--- config.mk ---
export PLATFORM = sky130hd
export DESIGN_NAME = plru_ctrl
export DESIGN_NICKNAME = d
export VERILOG_FILES = /design/src/rtl/plru_pkg.sv /design/src/rtl/plru_tree16_calc.sv /design/src/rtl/plru_ctrl.sv
export SDC_FILE = /design/constraint.sdc
export NUM_CORES = 2
export LEC_CHECK = 0
export CAP_MARGIN = 15
export CORE_MARGIN = 5
export CORE_UTILIZATION = 55
export CTS_BUF_LIST = sky130_fd_sc_hd__clkbuf_8
export DETAILED_ROUTE_END_ITERATION = 8
export PLACE_DENSITY = 0.85
export SETUP_SLACK_MARGIN = 0.5
export SLEW_MARGIN = 10
export SYNTH_ARGS = -nofsm -noshare
export SYNTH_HDL_FRONTEND = slang
export SYNTH_SLANG_ARGS = --single-unit
--- constraint.sdc ---
create_clock -name clk -period 4.3 [get_ports clk]
set_input_delay 0.86 -clock clk [delete_from_list [all_inputs] [get_ports clk]]
set_output_delay 0.86 -clock clk [all_outputs]
set_load 0.02 [all_outputs]
--- src/rtl/plru_pkg.sv ---
// Shared tree-PLRU definitions for a 16-way set: sizes, FSM states, victim and touch helpers.
package plru_pkg;
  localparam int PLRU_WAYS  = 16;
  localparam int PLRU_WAY_W = 4;
  localparam int PLRU_NODES = 15;

  typedef enum logic {ST_RUN, ST_SWEEP} plru_st_e;

  // Walk from the root; a set node bit steers toward the upper half.
  function automatic logic [PLRU_WAY_W-1:0] plru_victim(input logic [PLRU_NODES-1:0] st);
    logic [PLRU_WAY_W-1:0] way;
    logic [3:0]            node;
    logic                  b;
    way  = '0;
    node = '0;
    for (int l = 0; l < PLRU_WAY_W; l++) begin
      b    = st[node];
      way  = {way[PLRU_WAY_W-2:0], b};
      node = {node[2:0], 1'b0} + 4'd1 + {3'b000, b};
    end
    return way;
  endfunction

  // Point every node on the path of 'way' away from it.
  function automatic logic [PLRU_NODES-1:0] plru_touch(input logic [PLRU_NODES-1:0] st,
                                                       input logic [PLRU_WAY_W-1:0] way);
    logic [PLRU_NODES-1:0] s;
    logic [PLRU_WAY_W-1:0] w;
    logic [3:0]            node;
    logic                  d;
    s    = st;
    w    = way;
    node = '0;
    for (int l = 0; l < PLRU_WAY_W; l++) begin
      d       = w[PLRU_WAY_W-1];
      s[node] = ~d;
      node    = {node[2:0], 1'b0} + 4'd1 + {3'b000, d};
      w       = {w[PLRU_WAY_W-2:0], 1'b0};
    end
    return s;
  endfunction
endpackage

--- src/rtl/plru_tree16_calc.sv ---
// Combinational 16-way tree-PLRU step: victim of a state and the state after touching a way.
module plru_tree16_calc
  import plru_pkg::*;
(
  input  logic [PLRU_NODES-1:0] i_state,
  input  logic [PLRU_WAY_W-1:0] i_touch_way,
  output logic [PLRU_WAY_W-1:0] o_victim,
  output logic [PLRU_NODES-1:0] o_next
);
  assign o_victim = plru_victim(i_state);
  assign o_next   = plru_touch(i_state, i_touch_way);
endmodule

--- src/rtl/plru_ctrl.sv ---
// Per-set 16-way tree-PLRU controller with hit touches, victim selection and a flush sweep.
// Optional PLRU_CTRL_INVALID_FIRST_EN: prefer the lowest invalid way over the tree victim.
module plru_ctrl
  import plru_pkg::*;
#(
  parameter int SETS  = 64,
  parameter int SET_W = $clog2(SETS)
) (
  input  logic                  clk,
  input  logic                  rst_n,
  input  logic                  flush,
  input  logic                  hit_valid,
  input  logic [SET_W-1:0]      hit_set,
  input  logic [PLRU_WAY_W-1:0] hit_way,
  input  logic                  vic_req_valid,
  output logic                  vic_req_ready,
  input  logic [SET_W-1:0]      vic_req_set,
  input  logic [PLRU_WAYS-1:0]  vic_req_vmask,
  output logic                  vic_resp_valid,
  output logic [PLRU_WAY_W-1:0] vic_resp_way,
  output logic                  busy
);
  logic [PLRU_NODES-1:0] r_state [SETS];
  plru_st_e              r_fsm, w_fsm_nxt;
  logic [SET_W-1:0]      r_cnt, w_cnt_nxt;
  logic                  r_resp_valid;
  logic [PLRU_WAY_W-1:0] r_resp_way;

  logic                  w_vic_acc, w_hit_acc;
  logic [PLRU_WAY_W-1:0] w_tree_way, w_vic_way;
  logic [PLRU_NODES-1:0] w_vic_next, w_hit_base, w_hit_next;

  assign busy           = (r_fsm == ST_SWEEP);
  assign vic_req_ready  = ~busy;
  assign w_vic_acc      = vic_req_valid & vic_req_ready;
  assign w_hit_acc      = hit_valid & ~busy;
  assign vic_resp_valid = r_resp_valid;
  assign vic_resp_way   = r_resp_way;

  plru_tree16_calc u_calc (
    .i_state     (r_state[vic_req_set]),
    .i_touch_way (w_vic_way),
    .o_victim    (w_tree_way),
    .o_next      (w_vic_next)
  );

`ifdef PLRU_CTRL_INVALID_FIRST_EN
  always_comb begin
    w_vic_way = w_tree_way;
    if (~&vic_req_vmask) begin
      for (int i = PLRU_WAYS-1; i >= 0; i--)
        if (!vic_req_vmask[i]) w_vic_way = PLRU_WAY_W'(i);
    end
  end
`else
  logic w_unused_vmask;
  assign w_unused_vmask = ^vic_req_vmask;
  assign w_vic_way      = w_tree_way;
`endif

  // Same-set hit lands on top of the victim touch.
  assign w_hit_base = (w_vic_acc && (vic_req_set == hit_set)) ? w_vic_next : r_state[hit_set];
  assign w_hit_next = plru_touch(w_hit_base, hit_way);

  always_comb begin
    w_fsm_nxt = r_fsm;
    w_cnt_nxt = r_cnt;
    case (r_fsm)
      ST_RUN: begin
        if (flush) begin
          w_fsm_nxt = ST_SWEEP;
          w_cnt_nxt = '0;
        end
      end
      ST_SWEEP: begin
        if (flush) begin
          w_cnt_nxt = '0;
        end else if (r_cnt == SET_W'(SETS-1)) begin
          w_fsm_nxt = ST_RUN;
          w_cnt_nxt = '0;
        end else begin
          w_cnt_nxt = r_cnt + 1'b1;
        end
      end
      default: begin
        w_fsm_nxt = ST_RUN;
        w_cnt_nxt = '0;
      end
    endcase
  end

  always_ff @(posedge clk or negedge rst_n) begin
    if (!rst_n) begin
      r_fsm <= ST_RUN;
      r_cnt <= '0;
    end else begin
      r_fsm <= w_fsm_nxt;
      r_cnt <= w_cnt_nxt;
    end
  end

  always_ff @(posedge clk or negedge rst_n) begin
    if (!rst_n) begin
      for (int s = 0; s < SETS; s++) r_state[s] <= '0;
    end else if (busy) begin
      r_state[r_cnt] <= '0;
    end else begin
      if (w_vic_acc) r_state[vic_req_set] <= w_vic_next;
      if (w_hit_acc) r_state[hit_set]     <= w_hit_next;
    end
  end

  always_ff @(posedge clk or negedge rst_n) begin
    if (!rst_n) begin
      r_resp_valid <= 1'b0;
      r_resp_way   <= '0;
    end else begin
      r_resp_valid <= w_vic_acc;
      if (w_vic_acc) r_resp_way <= w_vic_way;
    end
  end
endmodule

==> out/qor.csv, run 1 <==
metric;value;unit
boundaryPins;44;
stop_error;[ERROR GRT-0232] Routing congestion too high. Check the congestion heatmap in the GUI.;
synth_xor_area_share;0.179;%
clk_path_buf_depth;3;
dp_cells;9774;
grt_usage;73.6;%
start_util;55.6;%
fp.dieH;350;µm
yosys-top-cells-area;dfrtp_1, nand2_1, o221ai_1;
syn_nets;7461;
ys_warn_count;0;
dieWidth;350;µm
rows;124;
syn_inst;7414;
grt_overflow_total;3;
syn_avg_cell_area;8.60;µm²
synth.top_cell.area_share;38.2;%
synth_simple_gate_area_share;14.7;%
run_status;stopped before the end;
seq_area_frac_synth;38.2;%
dp_hpwl;296;mm
synth-edff-count;0;
place.gp.congestion;1.30;
synth.distinct_cells;95;
portBuffers;27;
synthFlopType;dfrtp_1;
async_reset_ff_share;100;%
synthMuxAreaShare;7.23;%
grt_max_degree;128;
clockRootBuffer;clkbuf_8;
synth_fa_ha_area_share;0.196;%
synth_compound_area_share;34.4;%
cts_max_level;4;
synth_top_area_cell;dfrtp_1;
synth.ff_latch_count;972;
ctsHoldBuffers;0;
synth_top_family_by_area;compound AO/OA/AOI/OAI gates;
synth_area;63700;µm²
lastStage;5_1_grt;
cts_made_buffers;172;
cts.sinks;972;
[routing by layer]
| layer | track usage [%] | overflow |
|---|---|---|
| met1 | 74.7 | 0 |
| met2 | 83.9 | 0 |
| met3 | 65.8 | 0 |
| met4 | 68.8 | 3 |
| met5 | 41.6 | 0 |
[logic make-up after synthesis]
family,after synthesis
multiplexers,342
AND/OR/NAND/NOR,2191
XOR/XNOR,13
adder cells (fa/ha/maj),10
flip-flops,972
AO/OA/AOI/OAI,3126
buffers and inverters,760
[cell usage after synthesis, types with 58 or more instances]
cell      count
a22oi_1     463
mux2_2       98
mux2i_1     158
o211ai_1    146
o21ai_0     677
a211oi_1    177
a221o_1      78
nand2_1    1160
nor2_1      599
a221oi_1    228
o31ai_1     115
mux4_2       85
a21oi_1     425
buf_2        90
buf_1        73
dfrtp_1     972
o221ai_1    401
a32oi_1      58
clkbuf_1    495
nand3_1      82
[timing repair]
item                                    CTS
endpoints found under the setup margin  899
gates resized for setup                 179
pin swaps                                58
setup buffers                            54
endpoints found under the hold margin     0
gates cloned                             16
[per-stage QoR]
stage               area (µm²)  worst slack, ns  utilization [%]
floorplan                64000           -0.939                -
CTS                      82000           -0.304             71.6
global placement         76800            -2.01             67.0
detailed placement       76800            -1.99             67.0
==> run 2, diff against run 1 <==
--- a/config.mk
+++ b/config.mk
@@ -7,11 +7,9 @@
 export LEC_CHECK = 0
 export CAP_MARGIN = 15
 export CORE_MARGIN = 5
-export CORE_UTILIZATION = 55
-export CTS_BUF_LIST = sky130_fd_sc_hd__clkbuf_8
+export CORE_UTILIZATION = 40
 export DETAILED_ROUTE_END_ITERATION = 8
-export PLACE_DENSITY = 0.85
-export SETUP_SLACK_MARGIN = 0.5
+export PLACE_DENSITY_LB_ADDON = 0.15
 export SLEW_MARGIN = 10
 export SYNTH_ARGS = -nofsm -noshare
 export SYNTH_HDL_FRONTEND = slang
==> constraint.sdc (replaced) <==
create_clock -name clk -period 5.59 [get_ports clk]
set_input_delay 1.118 -clock clk [delete_from_list [all_inputs] [get_ports clk]]
set_output_delay 1.118 -clock clk [all_outputs]
set_load 0.02 [all_outputs]
==> run 2 against run 1 <==
  * The flow now finishes, with violations (design-rule violations, negative setup slack)
  * Synthesized cell count did not move
  * Area after synthesis did not move
==> out/qor.csv, run 2 <==
metric;value;unit;change
run_status;finished with violations;;
violations;design-rule violations, negative setup slack;;
wire_per_inst;45.2;µm;
hold_ws;0.306;ns;
worstMarginPinSlew;1.27;ns;
synth.top_cell.area_share;38.2;%;unchanged
cp.required;6.25;ns;
regMostFlops;r_state;;
yosys-top-cells-area;dfrtp_1, nand2_1, o221ai_1;;
vdd_drop_max;0.253;mV;
crit_fanout;25;;
portBuffers;27;;unchanged
dp_cells;9913;;+1.4%
boundaryPins;44;;unchanged
sw_frac_of_total;38.2;%;
clk_path_buf_depth;3;;unchanged
synth-edff-count;0;;unchanged
synth.ff_latch_count;972;;unchanged
nFillCells;15100;;
drt_iter0_markers;15500;;
vias;79200;;
layout.nets;8027;;
comb_power_share;29.8;%;
grt_max_degree;153;;
syn_inst;7414;;unchanged
seq_area;24300;µm²;
switchingPower;8.93;mW;
wirelength;461;mm;
synth_top_family_by_area;compound AO/OA/AOI/OAI gates;;
cts_max_level;3;;-1
dp_hpwl;332;mm;+12%
synth_xor_area_share;0.179;%;unchanged
skew;0.0325;ns;
final_cells;10200;;
fp.dieH;409;µm;+17%
p_seq_share;34.2;%;
final_hold_viol_count;0;;
drive_above_1_share;20.6;%;
grt_usage;52.6;%;
core_area;158000;µm²;
grt_pass1_vias;71300;;
seq_area_frac_synth;38.2;%;unchanged
syn_nets;7461;;unchanged
hp-class;input pin to async pin;;
synth_simple_gate_area_share;14.7;%;unchanged
multi_input_area;36800;µm²;
die-area;167000;µm²;
post-route-min-period;5.66;ns;
slew_violations;0;;
async_reset_ff_share;100;%;unchanged
place.gp.congestion;1.12;;-14%
post-route-drc-count;1;;
synthFlopType;dfrtp_1;;
synth.distinct_cells;95;;unchanged
grt_overflow_total;0;;
fmax;177;MHz;
setup_violations;156;;
clockRootBuffer;clkbuf_16;;
clock_latency;0.82;ns;
ant_nets;0;;
firstDrtPassIters;9;;
crit_type;input pin to flop;;
synth_top_area_cell;dfrtp_1;;
synthMuxAreaShare;7.23;%;unchanged
arrival;6.32;ns;
slew_headroom;14.4;%;
grt_pass1_wl;619;mm;
final_common_cell;nand2_1;;
largest_reg_flops;960;;
cts_made_buffers;118;;-31%
startpoint_type;input pin;;
ys_warn_count;0;;unchanged
routed_via_density;7.77;;
setup_slack;-0.0672;ns;
leakagePower;32.1;nW;
synth_fa_ha_area_share;0.196;%;unchanged
synth_area;63700;µm²;unchanged
yosysMostFrequentCell;nand2_1;;
rows;146;;+18%
synth_common_cells;nand2_1, dfrtp_1, o21ai_0;;
worstSetupEndpointType;flop;;
drv_cap;0;;
cts_tree;yes;;
dieWidth;409;µm;+17%
start_util;40.2;%;-15 points
syn_avg_cell_area;8.60;µm²;unchanged
period_share;101;%;
cts.sinks;972;;unchanged
clkSlewWorstSetupHoldPaths;0.06;ns;
internal_power;14.5;mW;
synth_compound_area_share;34.4;%;unchanged
power.density;296;nW/µm²;
clock_power_share;36.0;%;
mostFrequentLayoutCells;nand2_1, dfrtp_1, buf_4;;
antenna_found_initial;58;;
area_growth;24.1;%;
-- run 2: power groups by stage --
stage	combinational [mW]	clock [mW]	sequential, mW
6_report	6.97	8.43	7.99
5_1_grt	6.90	8.66	7.98
3_5_place_dp	6.42	0	8.05
4_1_cts	6.47	8.39	7.93
2_1_floorplan	2.60	0	7.81
3_3_place_gp	6.39	0	8.05
-- run 2: worst paths after layout --
| path | slack (ns) | from | end | depth (start not counted) |
|---|---|---|---|---|
| max reg2reg | 0.38 | r_state[750] | r_state[891] | 22 |
| min | 0.31 | rst_n | r_state[810] | 1 |
| min reg2reg | 0.50 | r_state[435] | r_state[435] | 2 |
| max in group asynchronous | 3.72 | rst_n | r_state[896] | 2 |
| max | -0.07 | vic_req_set[1] | r_state[158] | 22 |
| min in group clk | 0.50 | r_state[435] | r_state[435] | 2 |
-- run 2: logic make-up after synthesis --
group | count (synthesis)
fa+ha+maj | 10
mux | 342
compound gates | 3126
xor+xnor | 13
buf+inv | 760
simple gates | 2191
flops | 972
-- run 2: area by class of cell --
cell class / instances / share of cell area (%)
timing repair buffer: 1167 / 14.0
sequential: 972 / 30.8
tap: 2072 / 3.28
antenna: 46 / 0.146
multi-input combinational: 5682 / 46.5
clock buffer: 161 / 4.26
clock inverter: 53 / 0.903
inverter: 39 / 0.196
-- run 2: worst max-delay path: stages --
cell      delay [ns]
buf_8           0.23
buf_4           0.21
nor2b_4         0.05
buf_12          0.15
a221oi_1        0.54
o22ai_1         0.34
a211o_1         0.43
nor4_4          0.29
buf_12          0.15
nand3_1         0.13
a21oi_4         0.25
nor2_2          0.08
ha_1            0.34
inv_1           0.16
o21ai_0         0.11
a211o_1         0.28
o211a_1         0.17
a311o_1         0.37
a32oi_4         0.23
buf_12          0.17
buf_12          0.22
o221ai_1        0.16
-- run 2: per-stage QoR --
| step | util [%] | power, mW | cell area (µm²) | setup WS [ns] | setup TNS, ns |
|---|---|---|---|---|---|
| 2_1_floorplan | - | 10.4 | 63800 | 0.00169 | 0 |
| 3_3_place_gp | 46.9 | 14.4 | 74300 | -1.18 | -746.05 |
| 3_5_place_dp | 46.9 | 14.5 | 74300 | -1.28 | -711.98 |
| 4_1_cts | 49.6 | 22.8 | 78600 | -0.00137 | -0.00137 |
| 5_1_grt | 49.9 | 23.6 | 79000 | -0.0319 | -0.849 |
| 6_report | 49.9 | 23.4 | 79100 | -0.0672 | -3.78 |
-- run 2: routing by layer --
metal / track usage [%] / vias to the layer above / part of all wire, %
met4: 41.1 / 28 / 11
li1: - / 30000 / -
met3: 23.4 / 2297 / 16
met1: 64.5 / 38800 / 35
met2: 71.4 / 8077 / 39
met5: 0.489 / - / 0.052
-- run 2: repair_timing --
item / CTS / global route
setup buffers: 7 / 5
gates resized for setup: 19 / 40
hold buffers: 0 / 0
hold endpoints to repair: 0 / 0
cloned: 1 / 4
setup endpoints to repair: 640 / 651
pin swaps: 4 / 9
Note: power is estimated with default switching activity, not from simulation.
